==> config.mk <==
export PLATFORM = sky130hd
export DESIGN_NAME = serial_comparator_ctrl
export DESIGN_NICKNAME = d
export VERILOG_FILES = /design/src/rtl/serial_comparator_ctrl.sv
export SDC_FILE = /design/constraint.sdc
export NUM_CORES = 1
export LEC_CHECK = 0
export CORE_MARGIN = 2
export CORE_UTILIZATION = 53
export CTS_CLUSTER_DIAMETER = 30
export CTS_CLUSTER_SIZE = 24
export DETAILED_ROUTE_END_ITERATION = 16
export PLACE_DENSITY = 0.82
export SETUP_SLACK_MARGIN = 0.5
export SLEW_MARGIN = 20
export SYNTH_ARGS = -nofsm -noshare
export SYNTH_HDL_FRONTEND = slang
export SYNTH_SLANG_ARGS = --single-unit
export TNS_END_PERCENT = 10
==> constraint.sdc <==
create_clock -name clk -period 3.5 [get_ports clk]
set_input_delay 0.7 -clock clk [delete_from_list [all_inputs] [get_ports clk]]
set_output_delay 0.7 -clock clk [all_outputs]
set_load 0.03 [all_outputs]
==> src/rtl/serial_comparator_ctrl.sv <==
// Bit-serial equality compare of two WIDTH-bit operands through a shared external
// 1-bit comparator. Optional early exit on first mismatch: SERIAL_CMP_EARLY_EXIT_EN.
module serial_comparator_ctrl #(
  parameter int WIDTH = 8,
  localparam int IW = $clog2(WIDTH)
) (
  input  logic             clk,
  input  logic             rst,
  input  logic             start,
  input  logic [WIDTH-1:0] a,
  input  logic [WIDTH-1:0] b,
  output logic             cmp_a,
  output logic             cmp_b,
  input  logic             cmp_o,
  output logic             busy,
  output logic             done,
  output logic             eq,
  output logic [IW-1:0]    mism_idx
);

`ifdef SERIAL_CMP_EARLY_EXIT_EN
  localparam bit EarlyExit = 1'b1;
`else
  localparam bit EarlyExit = 1'b0;
`endif

  typedef enum logic [1:0] {IDLE, RUN, DONE} state_t;

  state_t           state, state_n;
  logic [WIDTH-1:0] a_q, b_q;
  logic [IW-1:0]    cnt;
  logic [IW-1:0]    first_idx;
  logic             acc;
  logic             last_bit;
  logic             exit_run;
  logic             all_eq;

  assign last_bit = (cnt == IW'(WIDTH - 1));
  assign exit_run = last_bit || (EarlyExit && !cmp_o);
  assign all_eq   = acc & cmp_o;

  always_comb begin
    state_n = state;
    busy    = 1'b0;
    done    = 1'b0;
    cmp_a   = 1'b0;
    cmp_b   = 1'b0;
    case (state)
      IDLE: if (start) state_n = RUN;
      RUN: begin
        busy  = 1'b1;
        cmp_a = a_q[cnt];
        cmp_b = b_q[cnt];
        if (exit_run) state_n = DONE;
      end
      DONE: begin
        done    = 1'b1;
        state_n = IDLE;
      end
      default: state_n = IDLE;
    endcase
  end

  always_ff @(posedge clk or posedge rst) begin
    if (rst) state <= IDLE;
    else     state <= state_n;
  end

  always_ff @(posedge clk or posedge rst) begin
    if (rst) begin
      a_q       <= '0;
      b_q       <= '0;
      cnt       <= '0;
      first_idx <= '0;
      acc       <= 1'b0;
      eq        <= 1'b0;
      mism_idx  <= '0;
    end else if (state == IDLE) begin
      if (start) begin
        a_q       <= a;
        b_q       <= b;
        cnt       <= '0;
        first_idx <= '0;
        acc       <= 1'b1;
      end
    end else if (state == RUN) begin
      acc <= all_eq;
      // acc still high means this is the first mismatching bit
      if (acc && !cmp_o) first_idx <= cnt;
      if (!last_bit) cnt <= cnt + IW'(1);
      if (exit_run) begin
        eq <= all_eq;
        // a mismatch on the final evaluated bit is not yet in first_idx
        if (all_eq)   mism_idx <= '0;
        else if (acc) mism_idx <= cnt;
        else          mism_idx <= first_idx;
      end
    end
  end

endmodule

# == Word level (Yosys, flattened, before mapping) ==
# Index checks and enable logic that the tools add are counted.
# totals
register_bits,29
output_inout_bits,8
wordCells,52
in_bits,20
# classes
magnitude_cmp,1
eq_ne,6
n_mux,23
n_bitwise,2
addsub,1
n_reduce_logical,11
# op_table
op,n
3-bit 2-to-1 mux,9
1-bit 2-to-1 mux,9
3-bit AND reduction,3
1-bit binary-select mux with 3-bit select,2
2-bit AND reduction,3
3-bit by 4-bit less-than comparator with 1-bit output (second input constant),1
2-bit 2-to-1 mux,2
2-bit != test (second input constant),2
2-bit one-hot mux with 2 select lines,1
2-bit nonzero test,2
3-bit by 1-bit adder with 3-bit output (second input constant),1
3-bit == test (second input constant),1
2-bit by 1-bit == test with 1-bit output (second input constant),1
2-bit == test (second input constant),1
2-bit logical NOT,1
2-bit by 1-bit != test with 1-bit output (second input constant),1
1-bit AND,1
1-bit logical AND,1
1-bit logical NOT,1
1-bit NOT,1

# == Longest topological paths before layout ==
# Gate-level depths: netlist of run 1.
# logic_depth
word_depth,5
ltp_mapped,5
mapped_depth_nobuf,5

# == Worst setup path after synthesis of run 1 ==
# Ideal clock, no wire load.
# synth_path
path_type,reg-to-output
start,register cnt[1]
end,output cmp_a
path_stages_with_launch,5
required_time_ps,2800
path_buffers,1
arrival_ps,1313
slack_ps,1487
path_cell_list,dfrtp_1 > buf_2 > mux4_2 > mux2i_1 > nor2_1
# synth_via
elab_chain_len,3
# synth_rtl
item,line,source
"start, declared",31,logic [IW-1:0] cnt;
"start signal, assigned",90,if (!last_bit) cnt <= cnt + IW'(1);
1-bit binary-select mux with 3-bit select,52,cmp_a = a_q[cnt];
1-bit 2-to-1 mux (implied by the code),52,
1-bit 2-to-1 mux,48,case (state)
"end, declared",12,"output logic cmp_a,"
# No other way between the ends. The select of a mux whose other input is x is not followed.

# == Worst setup path in the final report of run 1 ==
# layout_path
start,register cnt[2]
end,output cmp_a
# The elaborated chain is that of the path after synthesis.

==> impl_metrics.json, run 1 <==
{
  "ant_nets": 0,
  "port_buffers": 27,
  "area_delta_synth_final_pct": 24.8,
  "die-area_um2": 2960,
  "slew_headroom_pct": 55.0,
  "worstMarginPinSlew_ns": 0.674,
  "final_common_cell": "dfrtp_1",
  "skew_ns": 0.00911,
  "vias": 884,
  "wl_per_cell_um": 14.7,
  "yosys_warnings": 0,
  "fillers": 178,
  "max_freq_mhz": 346,
  "cts_buffers": 5,
  "path_max_fanout": 8,
  "clkLatencyLatePin_ns": 0.32,
  "required_ns": 2.80,
  "die_h_um": 54.4,
  "synth_area_um2": 1350,
  "path_clk_slew_ns": 0.08,
  "grt_pass1_vias": 879,
  "crit_path_end_kind": "output pin",
  "htree_levels": 2,
  "p_total_mw": 1.53,
  "worst_setup_path_start_kind": "flip-flop",
  "core_um2": 2430,
  "fin_setup_tns_ns": 0,
  "grt_overflow": 0,
  "critPathSlowestCell": "clkdlybuf4s50_1",
  "hpwl_mm": 1.78,
  "grt_usage_pct": 19.6,
  "cts-root-buf": "clkbuf_4",
  "slowest_delay_ns": 0.58,
  "crit_type": "reg2out",
  "path_cells": "mux4_2, mux2i_1, nor2_1, clkdlybuf4s50_1",
  "min_path_type": "reg2reg",
  "grt_max_degree": 30,
  "postLayoutCellArea_um2": 1680,
  "fp-row-count": 18,
  "drc": 0,
  "synth_nets": 124,
  "crit_arrival_ns": 2.19,
  "finalCritPeriodShare_pct": 82.5,
  "clock_sinks": 29,
  "setup_slack_ns": 0.611,
  "slew_viol_final": 0,
  "synthTopCellsByArea": "dfrtp_1 (54%), mux2_2 (14%), mux4_2 (6.7%)",
  "run_status": "completed",
  "hold_violations": 0,
  "pre_cts_ws_ns": 0.903,
  "synth_area_leader_cell": "dfrtp_1",
  "drt_iter0_markers": 6,
  "finalSetupViolations": 0,
  "io-pin-count": 28,
  "drive_above_1_share_pct": 23.5,
  "place_congestion": 0.749,
  "avgSynthCellArea_um2": 13.2,
  "die_w_um": 54.4,
  "clock_path_buffers": 2,
  "wirelength_mm": 2.38,
  "fin_nets": 154,
  "cts_tree": "done",
  "netlist.area_leader.share_pct": 54.0,
  "n_antenna_cell": 0,
  "vdd.ir_drop.worst_mv": 0.657,
  "placed_area_um2": 1620,
  "power_density_nw_per_um2": 909,
  "syn_inst": 102,
  "synth-seq-cells": 29,
  "antenna_found_initial": 0,
  "yosysSeqAreaShare_pct": 54.0,
  "yosysUniqueCellTypes": 19,
  "grt_pass1_wl_mm": 3.84,
  "start_util_pct": 55.3,
  "final_cell_mix": "dfrtp_1 (28), clkdlybuf4s50_1 (27), mux2_2 (17)",
  "first_pass_iters": 4,
  "fin_crit_ns": 2.89,
  "holdWs_ns": 0.486,
  "routed_via_density": 5.46,
  "rsz0062_at_grt": "false",
  "drv_cap": 0,
  "cellLeakagePower_nw": 0.723
}
[state kept, by name, summed over array words and instances (netlist names)]
signal     count
eq             1
state          2
acc            1
mism_idx       3
a_q            8
cnt            3
first_idx      3
b_q            8
[through the flow]
step,cells,util [%]
global route,162,69.0
global placement,155,66.7
floorplan,102,-
CTS,162,69.0
finish,162,69.0
detailed placement,155,66.7
[cell families (layout without fill, tap and decap cells)]
group	after synthesis	in the layout	share of synthesized area, %
AO/OA/AOI/OAI	19	19	9.58
adder cells (fa/ha/maj)	2	2	1.86
buffers and inverters	11	41	4.46
flip-flops	29	29	54.0
multiplexers	23	23	22.4
AND/OR/NAND/NOR	18	18	7.72
[synthesized netlist by cell type]
library cell	instances
a21oi_1	1
a22o_1	8
a31oi_1	3
buf_2	3
buf_6	2
dfrtp_1	29
ha_1	2
inv_1	6
mux2_2	17
mux2i_1	2
mux4_2	4
nand2_1	6
nand2b_1	1
nand3b_1	1
nor2_1	4
nor2b_1	3
nor3b_1	2
nor3b_4	1
o21ai_0	7
[final cells by class]
class                   count  area, um^2  area share, %
clock buffers               7        55.1           3.28
inverters                   6        22.5           1.34
multi-input cells          62         559           33.3
flip-flops and latches     29         727           43.3
well taps                  30        37.5           2.24
repair buffers             28         278           16.5
[report_power, final]
part | total, mW | internal [mW] | switching (mW)
clock | 0.197 | 0.0946 | 0.102
sequential | 0.648 | 0.497 | 0.151
combinational | 0.682 | 0.385 | 0.297
[critical path, delay by kind of cell (launching register included)]
family	cells	cell delay, ns
buffers and inverters	1	0.58
DFF	1	0.54
and+or+nand+nor	1	0.06
muxes	2	0.69
[what timing repair did]
item | CTS | global route
setup buffers | 0 | 0
hold buffers | 0 | 0
setup endpoints to repair | 0 | 2
gates resized for setup | 0 | 1
[metal layers]
metal	GRT usage, %	part of all wire, %	vias up
met5	0	0	-
met2	30.9	50	31
met1	23.1	41	423
li1	-	-	426
met4	7.50	1.1	0
met3	9.56	8.0	4
[path summary, 6_finish.rpt]
path,startpoint,to,slack [ns],cells after the start
setup / recovery,cnt[2],cmp_a,0.61,4
hold / removal,mism_idx[0],mism_idx[0],0.49,2
setup reg to reg,cnt[0],cnt[0],1.64,5
hold reg to reg,mism_idx[0],mism_idx[0],0.49,2
max in group asynchronous,rst,cnt[1],2.31,2
min in group asynchronous,rst,mism_idx[1],0.76,2
No activity file was read; power rests on OpenSTA's default activity.
==> inputs of run 2 (changes only) <==
Settings changed: CORE_UTILIZATION 53 to 45, PLACE_DENSITY 0.82 to 0.74.
Clock period 3.5 ns to 2.4 ns, I/O delays scaled along.
==> run 2 against run 1 <==
Net effect: clock skew down 0.0059 ns; clock power increased by 110%; total power rose by 54%; the flow now finishes with violations (design-rule violations); die area is 16% higher; clock-buffer cell count is the same.
==> impl_metrics.json, run 2 (same netlist as run 1, synthesis figures left out) <==
{
  "skew_ns": 0.00321,
  "clock_power_share_pct": 17.5,
  "die_h_um": 58.7,
  "cellLeakagePower_nw": 0.764,
  "p_total_mw": 2.36,
  "clkLatencyLatePin_ns": 0.32,
  "rsz0062_at_grt": "true",
  "required_ns": 1.92,
  "met2_usage_pct": 25.7,
  "holdWs_ns": 0.488,
  "antenna_found_initial": 0,
  "crit_arrival_ns": 1.63,
  "routed_via_density": 5.32,
  "fin_crit_ns": 2.11,
  "p_sw_share_pct": 35.0,
  "postLayoutCellArea_um2": 1730,
  "min_path_type": "reg2reg",
  "max_freq_mhz": 475,
  "n_antenna_cell": 0,
  "core_um2": 2810,
  "pre_cts_ws_ns": 0.176,
  "place_congestion": 0.720,
  "cts_buffers": 5,
  "grt_pass1_vias": 915,
  "worst_setup_path_start_kind": "flip-flop",
  "crit_type": "reg2out",
  "seq_power_share_pct": 38.2,
  "finalSetupViolations": 0,
  "busiest_layer": "met2",
  "port_buffers": 27,
  "switchingPower_mw": 0.825,
  "htree_levels": 2,
  "path_max_fanout": 4,
  "hpwl_mm": 1.79,
  "area_delta_synth_final_pct": 28.7,
  "drt_iter0_markers": 20,
  "grtUsageMet1_pct": 20.2,
  "slew_headroom_pct": 72.7,
  "cts-root-buf": "clkbuf_4",
  "cts_resized": 14,
  "io-pin-count": 28,
  "drv_cap": 0,
  "vias": 893,
  "path_cells": "mux4_2, mux2i_1, nor2_1, buf_4",
  "die_w_um": 58.7,
  "run_status": "finished, violations left",
  "wirelength_mm": 2.45,
  "worstMarginPinSlew_ns": 0.408,
  "violations": "design-rule violations",
  "fin_setup_tns_ns": 0,
  "crit_family": "multiplexers",
  "die-area_um2": 3440,
  "power_density_nw_per_um2": 1360,
  "critPathSlowestCell": "mux4_2",
  "slowest_delay_ns": 0.50,
  "clock_path_buffers": 2,
  "reg_top3": "a_q x8, b_q x8",
  "ant_nets": 0,
  "p_comb_share_pct": 44.3,
  "setup_slack_ns": 0.294,
  "hold_violations": 0,
  "cts_tree": "done",
  "cts_hold_buf": 0,
  "grt_max_degree": 30,
  "grt_pass1_wl_mm": 4.04,
  "slew_viol_final": 0,
  "vdd.ir_drop.worst_mv": 0.786,
  "finalCritPeriodShare_pct": 87.8,
  "crit_path_end_kind": "output pin",
  "start_util_pct": 47.9,
  "placed_area_um2": 1650,
  "drc": 2,
  "clock_sinks": 29,
  "final_common_cell": "dfrtp_1",
  "post-cts-setup-buffers": 0,
  "path_buf_inv": 1,
  "drive_above_1_share_pct": 27.0,
  "final_cell_mix": "dfrtp_1 (28), clkdlybuf4s50_1 (23), mux2_2 (17)",
  "p_int_mw": 1.53,
  "grt_usage_pct": 16.2,
  "grt_overflow": 0,
  "path_clk_slew_ns": 0.09,
  "fin_nets": 158,
  "fp-row-count": 19,
  "wl_per_cell_um": 14.6,
  "first_pass_iters": 10,
  "use_met3_pct": 6.59
}
## run 2: layout make-up
class                   instances  area (um^2)
flip-flops and latches         29          727
clock inverters                 1         30.0
repair buffers                 32          298
multi-input cells              62          559
inverters                       6         22.5
fillers                       231         1070
clock buffers                   7         55.1
well taps                      31         38.8
## run 2: power by group through the flow
stage / logic, mW / registers, mW / clock network [mW]
2_1_floorplan: 0.768 / 0.892 / 0
3_3_place_gp: 1.06 / 0.902 / 0
3_5_place_dp: 1.08 / 0.918 / 0
4_1_cts: 1.05 / 0.909 / 0.423
5_1_grt: 1.13 / 0.941 / 0.449
6_report: 1.04 / 0.902 / 0.413
## run 2: path summary, 6_finish.rpt
path | start | end | slack (ns) | depth (start not counted)
worst max-delay path | cnt[1] | cmp_a | 0.29 | 4
worst min-delay path | mism_idx[2] | mism_idx[2] | 0.49 | 2
worst max register to register | cnt[1] | cnt[0] | 0.50 | 6
worst min register to register | mism_idx[2] | mism_idx[2] | 0.49 | 2
max in group asynchronous | rst | cnt[1] | 1.61 | 3
min in group asynchronous | rst | state[1] | 0.51 | 3
## run 2: worst min-delay path: cells and delay by family (launching register included)
kind	cells	cell delay [ns]
flops	1	0.35
simple gates	1	0.04
compound gates	1	0.06
## run 2: per-layer routing
| metal | vias to the layer above | share of wire, % |
|---|---|---|
| met5 | - | 0 |
| met4 | 0 | 0 |
| met3 | 0 | 6.8 |
| met2 | 30 | 49 |
| met1 | 430 | 44 |
| li1 | 433 | - |
## run 2: metrics by stage
| stage | util, % | instances |
|---|---|---|
| 6_report | 61.7 | 168 |
| 3_3_place_gp | 59.0 | 160 |
| 2_1_floorplan | - | 102 |
| 4_1_cts | 61.7 | 168 |
| 3_5_place_dp | 59.0 | 160 |
| 5_1_grt | 61.7 | 168 |
